--- src/rtl/adc_block_accumulator_pkg.sv ---
`default_nettype none
// ============================================================================
// Module      : adc_block_accumulator_pkg
// Description : Shared SPGD measurement-path widths and state encoding.
// Revision    : 1.0
// ============================================================================
package adc_block_accumulator_pkg;

    localparam int DEFAULT_DATA_W = 14;
    localparam int DEFAULT_LOG2_N = 10;

    localparam logic [1:0] IDLE  = 2'b00;
    localparam logic [1:0] ACCUM = 2'b01;
    localparam logic [1:0] HOLD  = 2'b10;

endpackage
`default_nettype wire

--- src/rtl/adc_block_accumulator.sv ---
`default_nettype none
// ============================================================================
// Module      : adc_block_accumulator
// Description : Sums 2^LOG2_N signed ADC samples, holds sum/mean until cleared.
// Revision    : 1.0
// ============================================================================
module adc_block_accumulator
    import adc_block_accumulator_pkg::*;
#(
    parameter int DATA_W = DEFAULT_DATA_W,
    parameter int LOG2_N = DEFAULT_LOG2_N
) (
    input  logic                               adc_clk,
    input  logic                               rst,
    input  logic                               enable,
    input  logic signed [DATA_W-1:0]           adc_dat,
    input  logic                               adc_vld,
    input  logic                               acc_clr,
    output logic                               done,
    output logic signed [DATA_W+LOG2_N-1:0]    sum,
    output logic signed [DATA_W-1:0]           mean,
    output logic        [LOG2_N-1:0]           sample_cnt
);

    localparam int               SUM_W    = DATA_W + LOG2_N;
    localparam logic [LOG2_N-1:0] CNT_LAST = '1;

    logic [1:0]        state_q, state_d;
    logic [SUM_W-1:0]  acc_q,   acc_d;
    logic [LOG2_N-1:0] cnt_q,   cnt_d;
    logic              done_q,  done_d;
    logic [SUM_W-1:0]  sum_q,   sum_d;
    logic [DATA_W-1:0] mean_q,  mean_d;
    logic [SUM_W-1:0]  w_acc_next;

    always_comb begin
        w_acc_next = acc_q + {{LOG2_N{adc_dat[DATA_W-1]}}, adc_dat};
        state_d    = state_q;
        acc_d      = acc_q;
        cnt_d      = cnt_q;
        done_d     = done_q;
        sum_d      = sum_q;
        mean_d     = mean_q;

        case (state_q)
            IDLE: begin
                acc_d = '0;
                cnt_d = '0;
                if (enable) begin
                    state_d = ACCUM;
                end
            end

            ACCUM: begin
                if (acc_clr) begin
                    acc_d = '0;
                    cnt_d = '0;
                end else if (!enable) begin
                    state_d = IDLE;
                    acc_d   = '0;
                    cnt_d   = '0;
                end else if (adc_vld) begin
                    if (cnt_q == CNT_LAST) begin
                        // Upper bits of the full sum are the floor-shifted mean.
                        sum_d   = w_acc_next;
                        mean_d  = w_acc_next[SUM_W-1:LOG2_N];
                        done_d  = 1'b1;
                        state_d = HOLD;
                        acc_d   = '0;
                        cnt_d   = '0;
                    end else begin
                        acc_d = w_acc_next;
                        cnt_d = cnt_q + LOG2_N'(1);
                    end
                end
            end

            HOLD: begin
                // Disabling alone must not release HOLD; the consumer still needs done.
                if (acc_clr) begin
                    done_d  = 1'b0;
                    state_d = enable ? ACCUM : IDLE;
                end
            end

            default: begin
                state_d = IDLE;
                acc_d   = '0;
                cnt_d   = '0;
                done_d  = 1'b0;
            end
        endcase
    end

    always_ff @(posedge adc_clk) begin
        if (rst) begin
            state_q <= IDLE;
            acc_q   <= '0;
            cnt_q   <= '0;
            done_q  <= 1'b0;
            sum_q   <= '0;
            mean_q  <= '0;
        end else begin
            state_q <= state_d;
            acc_q   <= acc_d;
            cnt_q   <= cnt_d;
            done_q  <= done_d;
            sum_q   <= sum_d;
            mean_q  <= mean_d;
        end
    end

    assign done       = done_q;
    assign sum        = sum_q;
    assign mean       = mean_q;
    assign sample_cnt = cnt_q;

endmodule
`default_nettype wire

--- config.mk ---
export PLATFORM = sky130hd
export DESIGN_NAME = adc_block_accumulator
export DESIGN_NICKNAME = d
export VERILOG_FILES = /design/src/rtl/adc_block_accumulator_pkg.sv /design/src/rtl/adc_block_accumulator.sv
export SDC_FILE = /design/constraint.sdc
export NUM_CORES = 1
export LEC_CHECK = 0
export CAP_MARGIN = 25
export CORE_MARGIN = 5
export CORE_UTILIZATION = 50
export CTS_CLUSTER_SIZE = 8
export DETAILED_ROUTE_END_ITERATION = 8
export PLACE_DENSITY = 0.79
export SLEW_MARGIN = 20
export SYNTH_ARGS = -nofsm -noshare
export SYNTH_HDL_FRONTEND = slang
export SYNTH_SLANG_ARGS = --single-unit
--- constraint.sdc ---
create_clock -name adc_clk -period 6 [get_ports adc_clk]
set_input_delay 0.6 -clock adc_clk [delete_from_list [all_inputs] [get_ports adc_clk]]
set_output_delay 0.6 -clock adc_clk [all_outputs]
set_load 0.005 [all_outputs]
==> impl_metrics.py, run 1 <==
metrics = {
    "cts": {
        "htree_levels": 3,
        "cts_resized": 0,
        "path_clk_slew_ns": 0.08,
        "cts_tree": "built",
        "clock_latency_ns": 0.35,
        "cts_buffers": 9,
        "numClockSinks": 61,
        "hold_buffers": 0,
        "max-clock-path-buffers": 2,
        "postCtsSetupRepairBufs": 0,
        "cts_root_buf": "clkbuf_8",
    },
    "sta": {
        "fin_crit_ns": 3.51,
        "final_max_slew_viol_count": 0,
        "clock_skew_ns": 0.0123,
        "max_slew_margin": 0.439,
        "rsz0062_at_grt": "false",
        "fin_setup_tns_ns": 0,
        "max_freq_mhz": 285,
        "finalSetupViolations": 0,
        "hold_viol": 0,
        "post-route-period-util": 0.585,
        "tightest_slew_ns": 0.836,
    },
    "final_layout": {
        "final_nets": 557,
        "ff_latch_area_mm2": 0.00122,
        "multi_input_area_mm2": 0.00235,
        "mostFrequentLayoutCells": "67 x clkdlybuf4s50_1, 62 x nand2_1, 61 x dfxtp_1",
        "final_common_cell": "clkdlybuf4s50_1",
        "drive_above_1_share": 0.0695,
        "antennaDiodeCount": 0,
        "final_area_mm2": 0.00464,
        "layout.cells.non_filler": 617,
        "fillers": 658,
        "syn2layout_area_growth_pct": 21.3,
    },
    "pwr": {
        "powerDensity_mw_per_mm2": 190,
        "leakagePower_nw": 1.74,
        "vdd_ir_drop_max_v": 0.000218,
    },
    "global_routing": {
        "grt_overflow": 0,
        "grt_pass1_wl_mm": 16.9,
        "grtUsageTotal": 0.214,
        "grt_max_degree": 29,
        "antenna_found_initial": 0,
        "grt_pass1_vias": 3515,
    },
    "die": {
        "die-area_mm2": 0.00950,
        "io_pins": 68,
        "dieWidth_um": 97.5,
        "num_rows": 31,
        "die_h_um": 97.5,
        "floorplan.initialDensity": 0.519,
        "core-area_mm2": 0.00737,
    },
    "route": {
        "routed_via_density": 5.74,
        "first_iter_violations": 127,
        "firstDrtPassIters": 4,
        "dr_total_vias": 3542,
        "postRouteAntennaNets": 0,
        "wl_per_cell_um": 16.4,
        "drc": 0,
        "routed_wl_mm": 10.1,
    },
    "job": {
        "drv_cap": 0,
    },
    "synth": {
        "syn-num-nets": 511,
        "syn_area_per_cell_um2": 8.19,
        "ys_types": 60,
        "synthesis.area_mm2": 0.00383,
        "synth-seq-cells": 61,
        "yosysTopAreaCellShare": 0.319,
        "synth_top_cell_by_area": "dfxtp_1",
        "ys_warn_count": 0,
        "netlist_instances": 467,
        "synthArstFlopShare": 0,
        "synth_area_leaders": "dfxtp_1 32%, ha_1 7.8%, nand2_1 6.1%",
        "synth_ff_type": "dfxtp_1",
        "seq_area_frac_synth": 0.319,
        "synth_edf_count": 0,
    },
    "critical_path": {
        "crit_arrival_ns": 3.80,
        "cp_max_fo": 15,
        "reg2reg_slack_ns": 3.20,
        "rr_worst_depth": 10,
        "worstSetupEndpointType": "flip-flop",
        "start_kind": "input pin",
        "crit_type": "input pin to flip-flop",
        "crit_required_ns": 6.30,
    },
    "place": {
        "placed_area_mm2": 0.00442,
        "routabilityCongestion": 0.921,
        "dp.final_hpwl_mm": 7.40,
        "dp_cells": 599,
        "portBuffers": 67,
    },
    "hold_path": {
        "min_path_type": "flip-flop to flip-flop",
        "min_path_cells": 2,
    },
    "outcome": {
        "status": "finished, final reports clean",
    },
}
## worst max-delay path: stages
cell	delay, ns
clkdlybuf4s50_1	0.78
ha_1	0.70
and3_1	0.41
nand3_1	0.20
nor3b_1	0.20
a2111oi_4	0.37
nand3_2	0.13
or3_1	0.32
nand3_1	0.08
## registers in the layout, indices dropped and copies added (netlist names)
signal / flops
acc_q: 24
sum: 24
sample_cnt: 10
state_q: 2
done: 1
## power by group
group	leakage (nW)	internal [mW]	switching, mW
clock network	0.0984	0.198	0.188
registers	0.492	0.406	0.00136
logic	1.15	0.0357	0.0522
## layer usage
layer  part of all wire  routed length (um)  vias to the layer above  GRT usage
met5                  0                   0                        -          0
met4              0.017                 174                        0     0.0650
met2               0.49                4980                       93      0.370
li1                   -                   -                     1763          -
met1               0.44                4430                     1671      0.260
met3              0.052                 525                       15     0.0538
## metrics by stage
stage	total power, mW	util	hold WS [ns]	setup slack (ns)
after floorplan	0.476	-	0.429	3.33
after global placement	0.501	0.600	0.440	2.23
after detailed placement	0.503	0.600	0.449	2.15
after CTS	0.889	0.628	0.461	2.53
after global routing	0.918	0.630	0.485	2.34
final	0.881	0.630	0.458	2.49
## kinds of logic (layout without fill, tap and decap cells)
group / Yosys count / after routing / share of synthesized area
buf+inv: 46 / 97 / 0.0677
fa+ha+maj: 25 / 25 / 0.0837
flops: 61 / 61 / 0.319
simple gates: 174 / 174 / 0.219
compound gates: 132 / 132 / 0.244
xor+xnor: 28 / 28 / 0.0641
mux: 1 / 1 / 0.00262
## cells in the mapped netlist (5+ instances only)
library cell and instances:
xor2_1 15, nand2_1 62, buf_2 9, o21bai_1 6
xnor2_1 13, nand3b_1 6, a21o_1 11, ha_1 24
nor2b_1 7, nand3_1 18, or4_1 6, clkbuf_1 12
dfxtp_1 61, a21oi_1 37, nor2_1 44, o21ai_0 18
a211oi_1 9, o21ai_1 7, inv_1 7, a31oi_1 5
a22o_1 5, nand4b_1 5, buf_4 14, a22oi_1 6
nor3_1 7, nand4_1 5
## worst paths after layout
check,to,start
setup / recovery,acc_q[23]$_SDFFE_PP0P_,adc_dat[13]
hold / removal,acc_q[22]$_SDFFE_PP0P_,acc_q[22]$_SDFFE_PP0P_
setup reg to reg,sum[16]$_SDFFE_PP0P_,acc_q[0]$_SDFFE_PP0P_
hold reg to reg,acc_q[22]$_SDFFE_PP0P_,acc_q[22]$_SDFFE_PP0P_
## layout make-up
class | instances | area share
flip-flops and latches | 61 | 0.263
clock inverters | 7 | 0.0178
clock buffers | 9 | 0.0267
multi-input cells | 360 | 0.506
repair buffers | 73 | 0.154
inverters | 8 | 0.00647
well taps | 99 | 0.0267
Note: power is estimated with default switching activity, not from simulation.
==> run 2, diff against run 1 <==
- CORE_UTILIZATION: 50 -> 48
- PLACE_DENSITY: 0.79 -> 0.8
- clock period: 6 -> 3.05 ns (I/O delays scaled with it)
==> impl_metrics.py, run 2 (synthesized netlist as in run 1, its figures left out) <==
metrics = {
    "critical_path": {
        "crit_type": "input pin to flip-flop",
        "cp_max_fo": 4,
        "timing.rr.start": "acc_q[0]$_SDFFE_PP0P_",
        "endpoint": "acc_q[16]$_SDFFE_PP0P_",
        "crit_start": "adc_dat[0]",
        "start_kind": "input pin",
        "worstSetupEndpointType": "flip-flop",
        "crit_required_ns": 3.27,
        "reg2reg_slack_ns": 0.49,
        "r2r_end": "acc_q[16]$_SDFFE_PP0P_",
        "rr_worst_depth": 11,
        "crit_arrival_ns": 2.88,
    },
    "die": {
        "die-area_mm2": 0.00986,
        "die_h_um": 99.3,
        "core-area_mm2": 0.00773,
        "num_rows": 32,
        "floorplan.initialDensity": 0.495,
        "dieWidth_um": 99.3,
        "io_pins": 68,
    },
    "route": {
        "postRouteAntennaNets": 0,
        "firstDrtPassIters": 4,
        "met2WireLength_mm": 4.95,
        "first_iter_violations": 189,
        "routed_wl_mm": 10.4,
        "dr_wl_met3_um": 449,
        "drc": 0,
        "routed.top_layer": "met4",
        "wl_met1_mm": 4.60,
        "dr_total_vias": 3649,
        "routed_via_density": 5.71,
        "wl_per_cell_um": 16.2,
    },
    "cts": {
        "cts_tree": "built",
        "cts_buffers": 9,
        "clock_latency_ns": 0.34,
        "hold_buffers": 0,
        "max-clock-path-buffers": 2,
        "numClockSinks": 61,
        "postCtsSetupRepairBufs": 0,
        "cts_resized": 0,
        "cts_root_buf": "clkbuf_8",
        "htree_levels": 3,
        "path_clk_slew_ns": 0.07,
    },
    "pwr": {
        "powerDensity_mw_per_mm2": 358,
        "internal_power_mw": 1.26,
        "p_total_mw": 1.71,
        "seq_power_share": 0.469,
        "vdd_ir_drop_max_v": 0.000277,
        "leakagePower_nw": 1.83,
        "netSwitchingFraction": 0.265,
        "p_comb_frac": 0.109,
        "p_sw_uw": 454,
        "clkPwrFrac": 0.422,
    },
    "final_layout": {
        "final_nets": 576,
        "mostFrequentLayoutCells": "67 x clkdlybuf4s50_1, 62 x nand2_1, 61 x dfxtp_1",
        "fillers": 681,
        "antennaDiodeCount": 0,
        "syn2layout_area_growth_pct": 24.8,
        "fin_util": 0.618,
        "drive_above_1_share": 0.102,
        "final_common_cell": "clkdlybuf4s50_1",
    },
    "sta": {
        "fin_crit_ns": 2.66,
        "final_max_slew_viol_count": 0,
        "max_freq_mhz": 376,
        "tightest_slew_ns": 0.798,
        "rsz0062_at_grt": "false",
        "finalSetupViolations": 0,
        "post-route-period-util": 0.871,
        "max_slew_margin": 0.468,
        "hold_viol": 0,
        "fin_setup_tns_ns": 0,
        "clock_skew_ns": 0.0114,
    },
    "job": {
        "drv_cap": 0,
    },
    "global_routing": {
        "grt_pass1_wl_mm": 17.3,
        "grt_max_degree": 29,
        "grtUsageTotal": 0.215,
        "grt_overflow": 0,
        "grt_pass1_vias": 3677,
        "antenna_found_initial": 0,
    },
    "outcome": {
        "status": "finished, final reports clean",
    },
    "hold_path": {
        "min_path_type": "flip-flop to flip-flop",
        "min_path_cells": 2,
    },
    "place": {
        "portBuffers": 67,
        "routabilityCongestion": 0.900,
        "dp.final_hpwl_mm": 7.82,
    },
}
[run 2: cell count changes in the layout (fill, tap and decap cells not counted)]
cell / before / now
buf_4: 4 / 25
clkinv_2: 0 / 3
clkinvlp_4: 2 / 0
buf_2: 1 / 0
clkbuf_1: 0 / 1
clkbuf_4: 1 / 0
inv_6: 2 / 1
inv_8: 1 / 0
nor2_1: 44 / 43
nor2_2: 1 / 2
[run 2: routing by layer]
| metal | vias up | track usage |
|---|---|---|
| met5 | - | 0 |
| met1 | 1720 | 0.259 |
| met3 | 24 | 0.0393 |
| li1 | 1795 | - |
| met2 | 110 | 0.363 |
| met4 | 0 | 0.110 |
[run 2: worst max-delay path, cell delays in order]
cell and delay [ns]:
clkdlybuf4s50_1 0.41, ha_1 0.21, inv_1 0.07, fa_1 0.22
nor2b_1 0.08, or4_4 0.44, a21oi_2 0.28, o32ai_2 0.15
a31oi_1 0.32, buf_4 0.18, xor2_1 0.14, o21ai_1 0.07
[run 2: power groups by stage]
| stage | registers (mW) | logic (mW) | clock network, mW |
|---|---|---|---|
| 2_1_floorplan | 0.820 | 0.117 | 0 |
| 3_3_place_gp | 0.820 | 0.181 | 0 |
| 3_5_place_dp | 0.821 | 0.184 | 0 |
| 4_1_cts | 0.802 | 0.185 | 0.732 |
| 5_1_grt | 0.802 | 0.204 | 0.772 |
| 6_report | 0.802 | 0.187 | 0.723 |
[run 2: final cells by class]
class | instances | area, um^2 | share of cell area
Clock buffer | 10 | 128 | 0.0267
Clock inverter | 6 | 62.6 | 0.0131
Tap cell | 102 | 128 | 0.0267
Timing Repair Buffer | 92 | 858 | 0.180
Multi-Input combinational cell | 360 | 2350 | 0.492
Sequential cell | 61 | 1220 | 0.256
Inverter | 8 | 30.0 | 0.00629
[run 2: worst min-delay path by stage]
stage                            from                      end  slack, ns
2_1_floorplan                 acc_clr  state_q[1]$_SDFFE_PP0P_       0.38
3_3_place_gp   acc_q[10]$_SDFFE_PP0P_   acc_q[10]$_SDFFE_PP0P_       0.44
3_5_place_dp      sum[6]$_SDFFE_PP0P_      sum[6]$_SDFFE_PP0P_       0.45
4_1_cts           sum[6]$_SDFFE_PP0P_      sum[6]$_SDFFE_PP0P_       0.46
5_1_grt           sum[6]$_SDFFE_PP0P_      sum[6]$_SDFFE_PP0P_       0.48
6_report          sum[6]$_SDFFE_PP0P_      sum[6]$_SDFFE_PP0P_       0.46
[run 2: through the flow]
step / std cells / cell area [um^2] / hold WS, ns / worst slack, ns
floorplan: 467 / 3830 / 0.384 / 0.668
global placement: 623 / 4580 / 0.443 / 0.0942
detailed placement: 623 / 4590 / 0.447 / 0.0382
CTS: 639 / 4780 / 0.457 / 0.401
global route: 639 / 4780 / 0.482 / 0.187
finish: 639 / 4780 / 0.456 / 0.393
